==> config.mk <==
export PLATFORM = sky130hd
export DESIGN_NAME = gpu_load_store_unit_flat
export DESIGN_NICKNAME = d
export VERILOG_FILES = /design/src/rtl/gpu_load_store_unit_if.sv /design/src/rtl/gpu_load_store_unit.sv /design/src/flat_wrapper.sv
export SDC_FILE = /design/constraint.sdc
export NUM_CORES = 1
export LEC_CHECK = 0
export CAP_MARGIN = 5
export CELL_PAD_IN_SITES_DETAIL_PLACEMENT = 0
export CELL_PAD_IN_SITES_GLOBAL_PLACEMENT = 2
export CORE_MARGIN = 2
export CORE_UTILIZATION = 33
export DETAILED_ROUTE_END_ITERATION = 12
export PLACE_DENSITY_LB_ADDON = 0.12
export SKIP_LAST_GASP = 1
export SLEW_MARGIN = 20
export SYNTH_ARGS = -nofsm -noshare
export SYNTH_HDL_FRONTEND = slang
export SYNTH_SLANG_ARGS = --single-unit
==> constraint.sdc <==
create_clock -name clock -period 11.7 [get_ports clock]
set_input_delay 1.755 -clock clock [delete_from_list [all_inputs] [get_ports clock]]
set_output_delay 1.755 -clock clock [all_outputs]
set_load 0.01 [all_outputs]
==> src/rtl/gpu_load_store_unit_if.sv <==
// Core request/response and data-RAM signal bundle of the GPU load/store unit.
// slave is the unit's view; master is the core-plus-RAM side.
interface gpu_load_store_unit_if #(
    parameter int unsigned ADDRESS_WIDTH = 16
);
    logic                     req_valid;
    logic                     req_ready;
    logic                     req_is_store;
    logic [2:0]               req_funct3;
    logic [31:0]              req_address;
    logic [31:0]              req_store_data;
    logic                     resp_valid;
    logic                     resp_fault;
    logic [31:0]              resp_load_data;
    logic [ADDRESS_WIDTH-3:0] mem_address;
    logic                     mem_write;
    logic [3:0]               mem_byte_enable;
    logic [31:0]              mem_write_data;
    logic [31:0]              mem_read_data;

    modport master (
        output req_valid, req_is_store, req_funct3, req_address, req_store_data, mem_read_data,
        input  req_ready, resp_valid, resp_fault, resp_load_data,
               mem_address, mem_write, mem_byte_enable, mem_write_data
    );

    modport slave (
        input  req_valid, req_is_store, req_funct3, req_address, req_store_data, mem_read_data,
        output req_ready, resp_valid, resp_fault, resp_load_data,
               mem_address, mem_write, mem_byte_enable, mem_write_data
    );
endinterface

==> src/rtl/gpu_load_store_unit.sv <==
// RV32 load/store unit: lane steering, sign extension, fault detection and
// optional read-modify-write for narrow stores on RAMs without byte enables.
module gpu_load_store_unit #(
    parameter int unsigned ADDRESS_WIDTH    = 16,
    parameter int unsigned READ_LATENCY     = 1,
    parameter bit          HAS_BYTE_ENABLES = 1'b1
) (
    input  logic                 clock,
    input  logic                 reset,
    gpu_load_store_unit_if.slave bus
);
    localparam int unsigned WORD_AW = ADDRESS_WIDTH - 2;
    localparam int unsigned CNT_W   = 3;

    localparam logic [2:0] IDLE      = 3'd0;
    localparam logic [2:0] READ_WAIT = 3'd1;
    localparam logic [2:0] RMW_WRITE = 3'd2;
    localparam logic [2:0] WRITE     = 3'd3;
    localparam logic [2:0] FAULT     = 3'd4;

    generate
        if (READ_LATENCY < 1 || READ_LATENCY > 4) begin : g_bad_latency
            $error("gpu_load_store_unit: READ_LATENCY must be 1..4");
        end
    endgenerate

    logic [2:0]         state_q, state_d;
    logic [CNT_W-1:0]   cnt_q, cnt_d;
    logic               op_store_q, op_store_d;
    logic [2:0]         op_f3_q, op_f3_d;
    logic [1:0]         op_lo_q, op_lo_d;
    logic [31:0]        op_data_q, op_data_d;
    logic [WORD_AW-1:0] addr_q, addr_d;
    logic               write_q, write_d;
    logic [3:0]         be_q, be_d;
    logic [31:0]        wdata_q, wdata_d;
    logic               rvalid_q, rvalid_d;
    logic               rfault_q, rfault_d;
    logic [31:0]        rdata_q, rdata_d;
    logic               bad_f3_c, misalign_c, range_c, req_fault_c;

    function automatic logic [31:0] load_extend(input logic [31:0] word, input logic [2:0] f3,
                                                input logic [1:0] lo);
        logic [7:0]  b;
        logic [15:0] h;
        b = word[{lo, 3'b000} +: 8];
        h = word[{lo[1], 4'b0000} +: 16];
        case (f3)
            3'd0:    return {{24{b[7]}}, b};
            3'd1:    return {{16{h[15]}}, h};
            3'd4:    return {24'd0, b};
            3'd5:    return {16'd0, h};
            default: return word;
        endcase
    endfunction

    function automatic logic [31:0] store_lanes(input logic [2:0] f3, input logic [31:0] data);
        case (f3)
            3'd0:    return {4{data[7:0]}};
            3'd1:    return {2{data[15:0]}};
            default: return data;
        endcase
    endfunction

    function automatic logic [3:0] store_be(input logic [2:0] f3, input logic [1:0] lo);
        case (f3)
            3'd0:    return 4'b0001 << lo;
            3'd1:    return 4'b0011 << {lo[1], 1'b0};
            default: return 4'b1111;
        endcase
    endfunction

    function automatic logic [31:0] rmw_merge(input logic [31:0] word, input logic [2:0] f3,
                                              input logic [1:0] lo, input logic [31:0] data);
        logic [31:0] r;
        r = word;
        case (f3)
            3'd0:    r[{lo, 3'b000} +: 8]     = data[7:0];
            3'd1:    r[{lo[1], 4'b0000} +: 16] = data[15:0];
            default: r = data;
        endcase
        return r;
    endfunction

    // Fault decode on the raw request, evaluated in the acceptance cycle
    always_comb begin
        bad_f3_c    = bus.req_is_store ? (bus.req_funct3 >= 3'd3)
                                       : (bus.req_funct3 == 3'd3 || bus.req_funct3 >= 3'd6);
        misalign_c  = (bus.req_funct3[1:0] == 2'b01 && bus.req_address[0]) ||
                      (bus.req_funct3[1:0] == 2'b10 && bus.req_address[1:0] != 2'b00);
        range_c     = |bus.req_address[31:ADDRESS_WIDTH];
        req_fault_c = bad_f3_c || misalign_c || range_c;
    end

    // Next-state and registered-output logic
    always_comb begin
        state_d    = state_q;
        cnt_d      = cnt_q;
        op_store_d = op_store_q;
        op_f3_d    = op_f3_q;
        op_lo_d    = op_lo_q;
        op_data_d  = op_data_q;
        addr_d     = addr_q;
        write_d    = 1'b0;
        be_d       = HAS_BYTE_ENABLES ? be_q : 4'b1111;
        wdata_d    = wdata_q;
        rvalid_d   = 1'b0;
        rfault_d   = 1'b0;
        rdata_d    = rdata_q;
        case (state_q)
            IDLE: begin
                if (bus.req_valid) begin
                    op_store_d = bus.req_is_store;
                    op_f3_d    = bus.req_funct3;
                    op_lo_d    = bus.req_address[1:0];
                    op_data_d  = bus.req_store_data;
                    // Faults answer straight from IDLE so the core never sees a bubble
                    if (req_fault_c) begin
                        rvalid_d = 1'b1;
                        rfault_d = 1'b1;
                        rdata_d  = 32'd0;
                    end else if (bus.req_is_store && (bus.req_funct3 == 3'd2 || HAS_BYTE_ENABLES)) begin
                        state_d = WRITE;
                        addr_d  = bus.req_address[ADDRESS_WIDTH-1:2];
                        write_d = 1'b1;
                        be_d    = HAS_BYTE_ENABLES ? store_be(bus.req_funct3, bus.req_address[1:0])
                                                   : 4'b1111;
                        wdata_d = store_lanes(bus.req_funct3, bus.req_store_data);
                    end else begin
                        state_d = READ_WAIT;
                        addr_d  = bus.req_address[ADDRESS_WIDTH-1:2];
                        cnt_d   = '0;
                    end
                end
            end
            READ_WAIT: begin
                if (cnt_q == CNT_W'(READ_LATENCY)) begin
                    if (op_store_q) begin
                        state_d = RMW_WRITE;
                        write_d = 1'b1;
                        be_d    = 4'b1111;
                        wdata_d = rmw_merge(bus.mem_read_data, op_f3_q, op_lo_q, op_data_q);
                    end else begin
                        state_d  = IDLE;
                        rvalid_d = 1'b1;
                        rdata_d  = load_extend(bus.mem_read_data, op_f3_q, op_lo_q);
                    end
                end else begin
                    cnt_d = cnt_q + CNT_W'(1);
                end
            end
            WRITE, RMW_WRITE: begin
                state_d  = IDLE;
                rvalid_d = 1'b1;
                rdata_d  = 32'd0;
            end
            FAULT:   state_d = IDLE;
            default: state_d = IDLE;
        endcase
    end

    always_ff @(posedge clock or posedge reset) begin
        if (reset) begin
            state_q    <= IDLE;
            cnt_q      <= '0;
            op_store_q <= 1'b0;
            op_f3_q    <= 3'd0;
            op_lo_q    <= 2'd0;
            op_data_q  <= 32'd0;
            addr_q     <= '0;
            write_q    <= 1'b0;
            be_q       <= 4'd0;
            wdata_q    <= 32'd0;
            rvalid_q   <= 1'b0;
            rfault_q   <= 1'b0;
            rdata_q    <= 32'd0;
        end else begin
            state_q    <= state_d;
            cnt_q      <= cnt_d;
            op_store_q <= op_store_d;
            op_f3_q    <= op_f3_d;
            op_lo_q    <= op_lo_d;
            op_data_q  <= op_data_d;
            addr_q     <= addr_d;
            write_q    <= write_d;
            be_q       <= be_d;
            wdata_q    <= wdata_d;
            rvalid_q   <= rvalid_d;
            rfault_q   <= rfault_d;
            rdata_q    <= rdata_d;
        end
    end

    assign bus.req_ready       = (state_q == IDLE) && !reset;
    assign bus.resp_valid      = rvalid_q;
    assign bus.resp_fault      = rfault_q;
    assign bus.resp_load_data  = rdata_q;
    assign bus.mem_address     = addr_q;
    assign bus.mem_write       = write_q;
    assign bus.mem_byte_enable = be_q;
    assign bus.mem_write_data  = wdata_q;
endmodule

==> src/flat_wrapper.sv <==
// flat-port wrapper written by rule: the top's interface ports become plain ports
module gpu_load_store_unit_flat 
#(
    parameter int unsigned ADDRESS_WIDTH    = 16,
    parameter int unsigned READ_LATENCY     = 1,
    parameter bit          HAS_BYTE_ENABLES = 1'b1
)
  (clock, reset, bus_req_valid, bus_req_is_store, bus_req_funct3, bus_req_address, bus_req_store_data, bus_mem_read_data, bus_req_ready, bus_resp_valid, bus_resp_fault, bus_resp_load_data, bus_mem_address, bus_mem_write, bus_mem_byte_enable, bus_mem_write_data);
  gpu_load_store_unit_if #(.ADDRESS_WIDTH(ADDRESS_WIDTH)) bus_i ();
  input  logic clock;
  input  logic reset;
  input wire logic [$bits(bus_i.req_valid)-1:0] bus_req_valid;
  input wire logic [$bits(bus_i.req_is_store)-1:0] bus_req_is_store;
  input wire logic [$bits(bus_i.req_funct3)-1:0] bus_req_funct3;
  input wire logic [$bits(bus_i.req_address)-1:0] bus_req_address;
  input wire logic [$bits(bus_i.req_store_data)-1:0] bus_req_store_data;
  input wire logic [$bits(bus_i.mem_read_data)-1:0] bus_mem_read_data;
  output wire logic [$bits(bus_i.req_ready)-1:0] bus_req_ready;
  output wire logic [$bits(bus_i.resp_valid)-1:0] bus_resp_valid;
  output wire logic [$bits(bus_i.resp_fault)-1:0] bus_resp_fault;
  output wire logic [$bits(bus_i.resp_load_data)-1:0] bus_resp_load_data;
  output wire logic [$bits(bus_i.mem_address)-1:0] bus_mem_address;
  output wire logic [$bits(bus_i.mem_write)-1:0] bus_mem_write;
  output wire logic [$bits(bus_i.mem_byte_enable)-1:0] bus_mem_byte_enable;
  output wire logic [$bits(bus_i.mem_write_data)-1:0] bus_mem_write_data;
  assign bus_i.req_valid = bus_req_valid;
  assign bus_i.req_is_store = bus_req_is_store;
  assign bus_i.req_funct3 = bus_req_funct3;
  assign bus_i.req_address = bus_req_address;
  assign bus_i.req_store_data = bus_req_store_data;
  assign bus_i.mem_read_data = bus_mem_read_data;
  assign bus_req_ready = bus_i.req_ready;
  assign bus_resp_valid = bus_i.resp_valid;
  assign bus_resp_fault = bus_i.resp_fault;
  assign bus_resp_load_data = bus_i.resp_load_data;
  assign bus_mem_address = bus_i.mem_address;
  assign bus_mem_write = bus_i.mem_write;
  assign bus_mem_byte_enable = bus_i.mem_byte_enable;
  assign bus_mem_write_data = bus_i.mem_write_data;
  gpu_load_store_unit #(.ADDRESS_WIDTH(ADDRESS_WIDTH), .READ_LATENCY(READ_LATENCY), .HAS_BYTE_ENABLES(HAS_BYTE_ENABLES)) u_core (.clock(clock), .reset(reset), .bus(bus_i));
endmodule
==> results of run 1 <==
## routing by layer
metal / global-route usage, % / up-vias / share of wire, %
li1: - / 2844 / -
met1: 28.7 / 3144 / 45
met2: 33.7 / 233 / 47
met3: 4.94 / 37 / 6.5
met4: 7.13 / 0 / 2.0
met5: 0 / - / 0
## critical path: cells and delay by family
family,cells,cell delay [ns]
AND/OR/NAND/NOR,1,0.16
buffers and inverters,2,1.04
## flip-flops by register name (all words and copies together) (netlist names)
name                        count
u_core.bus.resp_load_data      32
u_core.cnt_q                    3
u_core.bus.mem_address         14
u_core.bus.resp_valid           1
u_core.state_q                  2
u_core.bus.mem_write            1
u_core.op_lo_q                  2
u_core.op_f3_q                  3
u_core.bus.mem_write_data      32
u_core.bus.resp_fault           1
u_core.op_data_q               32
u_core.bus.mem_byte_enable      4
u_core.op_store_q               1
## logic make-up (layout without fill, tap and decap cells)
group | Yosys count | in the layout
AO/OA/AOI/OAI | 171 | 171
AND/OR/NAND/NOR | 154 | 154
multiplexers | 134 | 134
flip-flops | 128 | 128
buffers and inverters | 80 | 260
adder cells (fa/ha/maj) | 7 | 7
## cell type report
type,count,area share (%)
Inverter,31,1.22
Timing Repair Buffer,197,19.7
Clock buffer,23,4.82
Clock inverter,9,1.09
Sequential cell,128,32.3
Tap cell,280,3.53
Multi-Input combinational cell,466,37.3
## through the flow
stage	hold slack [ns]	utilization (%)	instance area [sq um]	instances
detailed placement	0.494	43.1	9320	1102
CTS	0.508	45.8	9910	1134
floorplan	0.481	-	7210	674
global route	0.527	45.8	9910	1134
global placement	0.490	43.1	9320	1102
finish	0.503	45.8	9910	1134
## layout by cell type, fill, tap and decap left out, types with 4 or more instances in the layout
| cell type | n |
|---|---|
| sky130_fd_sc_hd__mux2i_1 | 26 |
| sky130_fd_sc_hd__nand2b_1 | 4 |
| sky130_fd_sc_hd__mux2_2 | 89 |
| sky130_fd_sc_hd__nor2_1 | 36 |
| sky130_fd_sc_hd__nor4_1 | 5 |
| sky130_fd_sc_hd__nand2_1 | 50 |
| sky130_fd_sc_hd__o221ai_1 | 5 |
| sky130_fd_sc_hd__o31a_1 | 4 |
| sky130_fd_sc_hd__nor3_1 | 4 |
| sky130_fd_sc_hd__clkbuf_16 | 17 |
| sky130_fd_sc_hd__buf_4 | 9 |
| sky130_fd_sc_hd__a221oi_1 | 26 |
| sky130_fd_sc_hd__o22ai_1 | 17 |
| sky130_fd_sc_hd__o21ai_0 | 35 |
| sky130_fd_sc_hd__a21oi_1 | 27 |
| sky130_fd_sc_hd__nor2b_1 | 9 |
| sky130_fd_sc_hd__inv_1 | 29 |
| sky130_fd_sc_hd__ha_1 | 7 |
| sky130_fd_sc_hd__nand3_1 | 4 |
| sky130_fd_sc_hd__a32oi_1 | 8 |
| sky130_fd_sc_hd__dfrtp_1 | 128 |
| sky130_fd_sc_hd__a221o_1 | 16 |
| sky130_fd_sc_hd__clkdlybuf4s50_1 | 188 |
| sky130_fd_sc_hd__a22oi_1 | 10 |
| sky130_fd_sc_hd__and3_1 | 15 |
| sky130_fd_sc_hd__mux2_4 | 18 |
## path summary, 6_finish.rpt
path | to
max in group asynchronous | u_core.bus.resp_load_data[2]
worst min register to register | u_core.bus.resp_load_data[20]
worst max register to register | u_core.bus.mem_write_data[17]
worst min-delay path | u_core.bus.resp_load_data[20]
min in group asynchronous | u_core.bus.resp_fault
worst max-delay path | bus_req_ready
## power by group through the flow
stage | Clock (W) | Combinational (W) | Sequential, W
after floorplan | 0 | 0.0000898 | 0.000472
after global placement | 0 | 0.000159 | 0.000481
after detailed placement | 0 | 0.000161 | 0.000481
after CTS | 0.000544 | 0.000162 | 0.000473
after global routing | 0.000566 | 0.000175 | 0.000475
final | 0.000531 | 0.000162 | 0.000474
## synth_stat cells (2+ instances only)
master                     number  area, sq um
sky130_fd_sc_hd__nand3_1        4         20.0
sky130_fd_sc_hd__nand3b_1       2         15.0
sky130_fd_sc_hd__o31a_1         4         35.0
sky130_fd_sc_hd__a21o_1         2         15.0
sky130_fd_sc_hd__mux2_2        89         1000
sky130_fd_sc_hd__a221oi_1      26          228
sky130_fd_sc_hd__buf_1          3         11.3
sky130_fd_sc_hd__o21ai_0       35          175
sky130_fd_sc_hd__dfrtp_1      128         3200
sky130_fd_sc_hd__nor3_1         4         20.0
sky130_fd_sc_hd__ha_1           7         87.6
sky130_fd_sc_hd__and2_1         3         18.8
sky130_fd_sc_hd__nor2_1        38          143
sky130_fd_sc_hd__a22oi_1       10         75.1
sky130_fd_sc_hd__buf_6          4         45.0
sky130_fd_sc_hd__o221a_2        3         33.8
sky130_fd_sc_hd__or3_1          2         12.5
sky130_fd_sc_hd__and3b_1        2         17.5
sky130_fd_sc_hd__and3_1        15         93.8
sky130_fd_sc_hd__o221ai_1       5         43.8
sky130_fd_sc_hd__mux2_4        18          270
sky130_fd_sc_hd__buf_2         15         75.1
sky130_fd_sc_hd__o21ai_1        4         20.0
sky130_fd_sc_hd__inv_1         30          113
sky130_fd_sc_hd__clkbuf_1      26         97.6
sky130_fd_sc_hd__a221o_1       16          160
sky130_fd_sc_hd__o22ai_1       17          106
sky130_fd_sc_hd__nand2b_1       5         31.3
sky130_fd_sc_hd__nor4_1         5         31.3
sky130_fd_sc_hd__mux2i_1       26          260
sky130_fd_sc_hd__nor3_2         2         20.0
sky130_fd_sc_hd__a21oi_1       27          135
sky130_fd_sc_hd__o211ai_1       3         22.5
sky130_fd_sc_hd__a32oi_1        9         78.8
sky130_fd_sc_hd__nor2_2         2         12.5
sky130_fd_sc_hd__nor2b_1        9         56.3
sky130_fd_sc_hd__nand2_1       50          188
==> impl_metrics.tcl, run 1 <==
set metrics [dict create \
    cts.path.max_buffers 2 \
    cp_cell_sequence "clkdlybuf4s50_1 > nor3_1 > clkdlybuf4s50_1" \
    dr_total_vias 6258 \
    cts.repair.resized 0 \
    final.setup_skew_ns 0.00988 \
    drt-pass1-iter-count 6 \
    drv.max_cap_violation_count 0 \
    grt_usage_pct 21.3 \
    clock-sinks 128 \
    worst_slack_ns 6.98 \
    powerDensity_nw_per_um2 118 \
    synth_top_family_by_area "multiplexers" \
    mappedNetlistArea_sq_um 7210 \
    areaGrowthSynthToFinish_pct 37.5 \
    r2r_cells 6 \
    outcome "complete, no violations" \
    static-leakage-power_nw 4.30 \
    slew_violations 0 \
    share_clk_of_total_power_pct 45.5 \
    dominantRegCellSynth "sky130_fd_sc_hd__dfrtp_1" \
    worstPathMaxFanout 2 \
    setup.worst_path.class "in -> out" \
    seq_power_share_pct 40.6 \
    clk_latency_ns 0.42 \
    simple_gate_share_of_the_synthesized_area_pct 10.9 \
    drt_iter0_drc 441 \
    worst_path_arrival_time_ns 2.96 \
    numCtsBuffers 17 \
    gp_congestion 0.853 \
    slew-limit-headroom_pct 31.5 \
    power.ir.vdd_worst_mv 0.0888 \
    first_pass_grt_wire_length_mm 36.6 \
    grt_setup_unrepaired "false" \
    drt_drc_violations_left 0 \
    drive_above_1_share_pct 19.7 \
    grt_pass1_vias 6411 \
    crit-reg2reg-launch "u_core.state_q[1]" \
    tritoncts "built" \
    multiInputGateArea_sq_um 3700 \
    critPathSlowestCell "sky130_fd_sc_hd__clkdlybuf4s50_1" \
    final_net_count 951 \
    antenna_violating_nets_post_route 0 \
    cp.required_ns 9.95 \
    timing.setup.tns_ns 0 \
    regArea_sq_um 3200 \
    timing.final.crit_share_pct 40.3 \
    synth_fp_nets 784 \
    hpwl_mm 17.5 \
    floorplan.initialDensity_pct 33.3 \
    fmax_achieved_ghz 0.212 \
    finalSetupViolations 0 \
    switching_share_of_power_pct 26.3 \
    holdCritPathClass "reg -> reg" \
    worst_setup_path_end_kind "output pin" \
    cts_setup_buffers 0 \
    cts-hold-fix-buffers 0 \
    grt_max_degree 80 \
    syn_area_per_cell_sq_um 10.7 \
    num-fill-cells 2010 \
    cts.root.buffer_cell "sky130_fd_sc_hd__clkbuf_16" \
    final-hold-violation-count 0 \
    final.min_clock_period_ns 4.72 \
    post_drt_wl_per_cell_um 21.4 \
    boundary_pins 189 \
    min-delay-start "u_core.bus.resp_load_data[20]" \
    detail_route.wirelength_mm 24.3 \
    vias_per_cell 5.52 \
    power.combinational.fraction_pct 13.9 \
    critPathMaxStageDelay_ns 0.56 \
    n_antenna_cell 0 \
    power.net_switching_w 0.000307 \
    postSynth.asyncResetShare_pct 100 \
    total_power_w 0.00117 \
    h-tree-depth 4 \
    pre_cts_setup_slack_ns 7.00 \
    post_synth_inst_count 674 \
    cpMostUsedCell "sky130_fd_sc_hd__clkdlybuf4s50_1" \
    antenna_violations_before_repair 0 \
    fp.dieH_um 152 \
    die_x_um 152 \
    number_of_storage_elements_in_the_synthesis_netlist 128 \
    portBuffers 188 \
    synth-compound-area-share_pct 17.0 \
    synth-adder-area-share_pct 1.22 \
    internal_power_w 0.000859 \
    synth_cell_types 61 \
    synth.yosys.seq_area_share_pct 44.4 \
    setup.worst_path.start "reset" \
    dieArea_sq_um 23000 \
    post_synthesis_share_of_cell_area_spent_on_xor_and_xnor_gates_pct 0 \
    multiplexer_share_of_the_synthesized_area_pct 21.6 \
    synth_edf_count 0 \
    r2r_slack_ns 8.50 \
    coreArea_sq_um 21600 \
    gr_overflow_total 0 \
    whs_path_depth 1 \
    ys_warn_count 0 \
    rows 54 \
    cts.clk_slew.worst_paths_ns 0.06 \
    worst_pin_slew_ns 1.03 \
    cp-start-kind "input port" \
]
No activity file was read; power rests on OpenSTA's default activity.
==> inputs of run 2 (changes only) <==
- CORE_UTILIZATION: 33 -> 28
- clock period: 11.7 -> 4.2 ns (I/O delays scaled with it)
==> run 2 against run 1 <==
  * Clock skew decreased by 0.00050 ns
  * Core utilization decreased by 6.0 points
  * Final area increased by 1.5%
  * Worst hold slack improved by 0.0039 ns
  * Clock power increased to 3.0 times the previous value
  * Clock-buffer cell count decreased by 3
  * Power increased to 2.9 times the previous value
  * Critical path type is now in -> reg
  * Via count decreased by 1.8%
  * Routed wire length increased by 5.8%
  * Critical path depth increased by 2
  * Sequential share of layout area decreased by 0.47 points
  * Combinational power increased to 2.9 times the previous value
==> impl_metrics.tcl, run 2 (synthesized netlist as in run 1, its figures left out) <==
set metrics [dict create \
    outcome "complete, no violations" \
    post_drt_wl_per_cell_um 21.6 \
    hpwl_mm 18.8 \
    cts_setup_buffers 0 \
    tritoncts "built" \
    switching_share_of_power_pct 26.5 \
    regArea_sq_um 3200 \
    drive_above_1_share_pct 20.4 \
    post-place-cells 1157 \
    holdCritPathClass "reg -> reg" \
    r2r_path_end "u_core.bus.mem_write_data[3]" \
    grt_setup_unrepaired "false" \
    num-fill-cells 2459 \
    stdcell_count 1189 \
    drv.max_cap_violation_count 0 \
    clock-sinks 128 \
    detail_route.wirelength_mm 25.7 \
    rows 58 \
    drt_drc_violations_left 0 \
    cts.path.max_buffers 2 \
    power.net_switching_w 0.000889 \
    power.combinational.fraction_pct 13.8 \
    r2r_slack_ns 1.51 \
    whs_path_depth 1 \
    dr_total_vias 6146 \
    timing.setup.tns_ns 0 \
    share_clk_of_total_power_pct 47.0 \
    layout.cells.most_common_list "188 x sky130_fd_sc_hd__clkdlybuf4s50_1, 128 x sky130_fd_sc_hd__dfrtp_1, 89 x sky130_fd_sc_hd__mux2_2" \
    cp-start-kind "input port" \
    portBuffers 188 \
    fp.dieH_um 164 \
    grt_max_degree 69 \
    antenna_violations_before_repair 0 \
    antenna_violating_nets_post_route 0 \
    final.setup_skew_ns 0.00938 \
    slew_violations 0 \
    timing.final.crit_share_pct 64.6 \
    final-hold-violation-count 0 \
    min-delay-start "u_core.bus.resp_load_data[18]" \
    numCtsBuffers 17 \
    gr_overflow_total 0 \
    seq_power_share_pct 39.2 \
    worst_path_arrival_time_ns 3.01 \
    setup.worst_path.class "in -> reg" \
    final_net_count 956 \
    drt_iter0_drc 448 \
    fmax_achieved_ghz 0.368 \
    dieArea_sq_um 27000 \
    worst_setup_path_end_kind "flop" \
    n_antenna_cell 0 \
    layout_commonest_cell "sky130_fd_sc_hd__clkdlybuf4s50_1" \
    cts-hold-fix-buffers 0 \
    power.ir.vdd_worst_mv 0.216 \
    first_pass_grt_wire_length_mm 38.6 \
    floorplan.initialDensity_pct 28.5 \
    clk_latency_ns 0.42 \
    coreArea_sq_um 25300 \
    cts.root.buffer_cell "sky130_fd_sc_hd__clkbuf_16" \
    cts.clk_slew.worst_paths_ns 0.06 \
    slew-limit-headroom_pct 29.2 \
    vias_per_cell 5.17 \
    drt-pass1-iter-count 8 \
    finalSetupViolations 0 \
    r2r_cells 6 \
    static-leakage-power_nw 4.35 \
    multiInputGateArea_sq_um 3700 \
    powerDensity_nw_per_um2 333 \
    worst_pin_slew_ns 1.06 \
    grt_pass1_vias 6417 \
    worstPathMaxFanout 15 \
    areaGrowthSynthToFinish_pct 39.5 \
    cp.required_ns 4.50 \
    h-tree-depth 4 \
    boundary_pins 189 \
    die_x_um 164 \
    internal_power_w 0.00246 \
    cts.repair.resized 0 \
    whs_endpoint "u_core.bus.resp_load_data[18]" \
    crit-reg2reg-launch "u_core.op_f3_q[1]" \
    gp_congestion 0.813 \
    final.min_clock_period_ns 2.71 \
    grt_usage_pct 19.2 \
]
-- run 2: changes by cell type in the layout (fill, tap and decap cells not counted), sizes merged --
cell and change:
buf +5, bufinv +1, clkbuf -3, clkinvlp +1, inv +1
-- run 2: metal layers --
layer  global-route usage, %  vias up  part of all wire (%)
li1                        -     2861                     -
met1                    26.2     3063                    44
met2                    31.0      205                    48
met3                    4.50       17                   6.7
met4                    4.43        0                   1.0
met5                       0        -                     0
-- run 2: how the worst max path moves through the flow --
stage                            from                          to  cells past startpoint
finish              bus_req_funct3[0]  u_core.bus.mem_address[13]                      5
global placement    bus_req_funct3[0]   u_core.bus.mem_address[4]                      5
CTS                 bus_req_funct3[0]   u_core.bus.mem_address[4]                      5
floorplan                       reset   u_core.bus.mem_address[0]                      1
detailed placement  bus_req_funct3[0]   u_core.bus.mem_address[4]                      5
global route        bus_req_funct3[0]   u_core.bus.mem_address[4]                      5
-- run 2: stage by stage --
step                cell area [sq um]  utilization (%)  hold slack (ns)  setup slack [ns]  power (W)
floorplan                        7210                -            0.481             0.157    0.00156
global route                    10100             39.8            0.526              1.30    0.00351
CTS                             10100             39.8            0.512              1.42    0.00340
global placement                 9430             37.4            0.492              1.06    0.00180
detailed placement               9430             37.4            0.494             0.976    0.00180
finish                          10100             39.8            0.506              1.49    0.00335
-- run 2: power groups by stage --
stage                     combinational, W  clock, W  sequential, W
final                             0.000463   0.00157        0.00131
after global routing              0.000505   0.00168        0.00132
after CTS                         0.000468   0.00162        0.00131
after detailed placement          0.000466         0        0.00134
after global placement            0.000461         0        0.00134
after floorplan                   0.000250         0        0.00131
-- run 2: worst max-delay path, cell delays in order --
cell and delay [ns]:
sky130_fd_sc_hd__clkdlybuf4s50_1 0.49, sky130_fd_sc_hd__o41ai_2 0.41, sky130_fd_sc_hd__nand3_2 0.17, sky130_fd_sc_hd__nor4_4 0.88, sky130_fd_sc_hd__mux2_2 0.42
-- run 2: final cells by class --
type,count,share of cell area [%]
Clock buffer,20,4.64
Clock inverter,12,1.57
Inverter,31,1.18
Multi-Input combinational cell,466,36.8
Sequential cell,128,31.8
Tap cell,330,4.11
Timing Repair Buffer,202,19.9
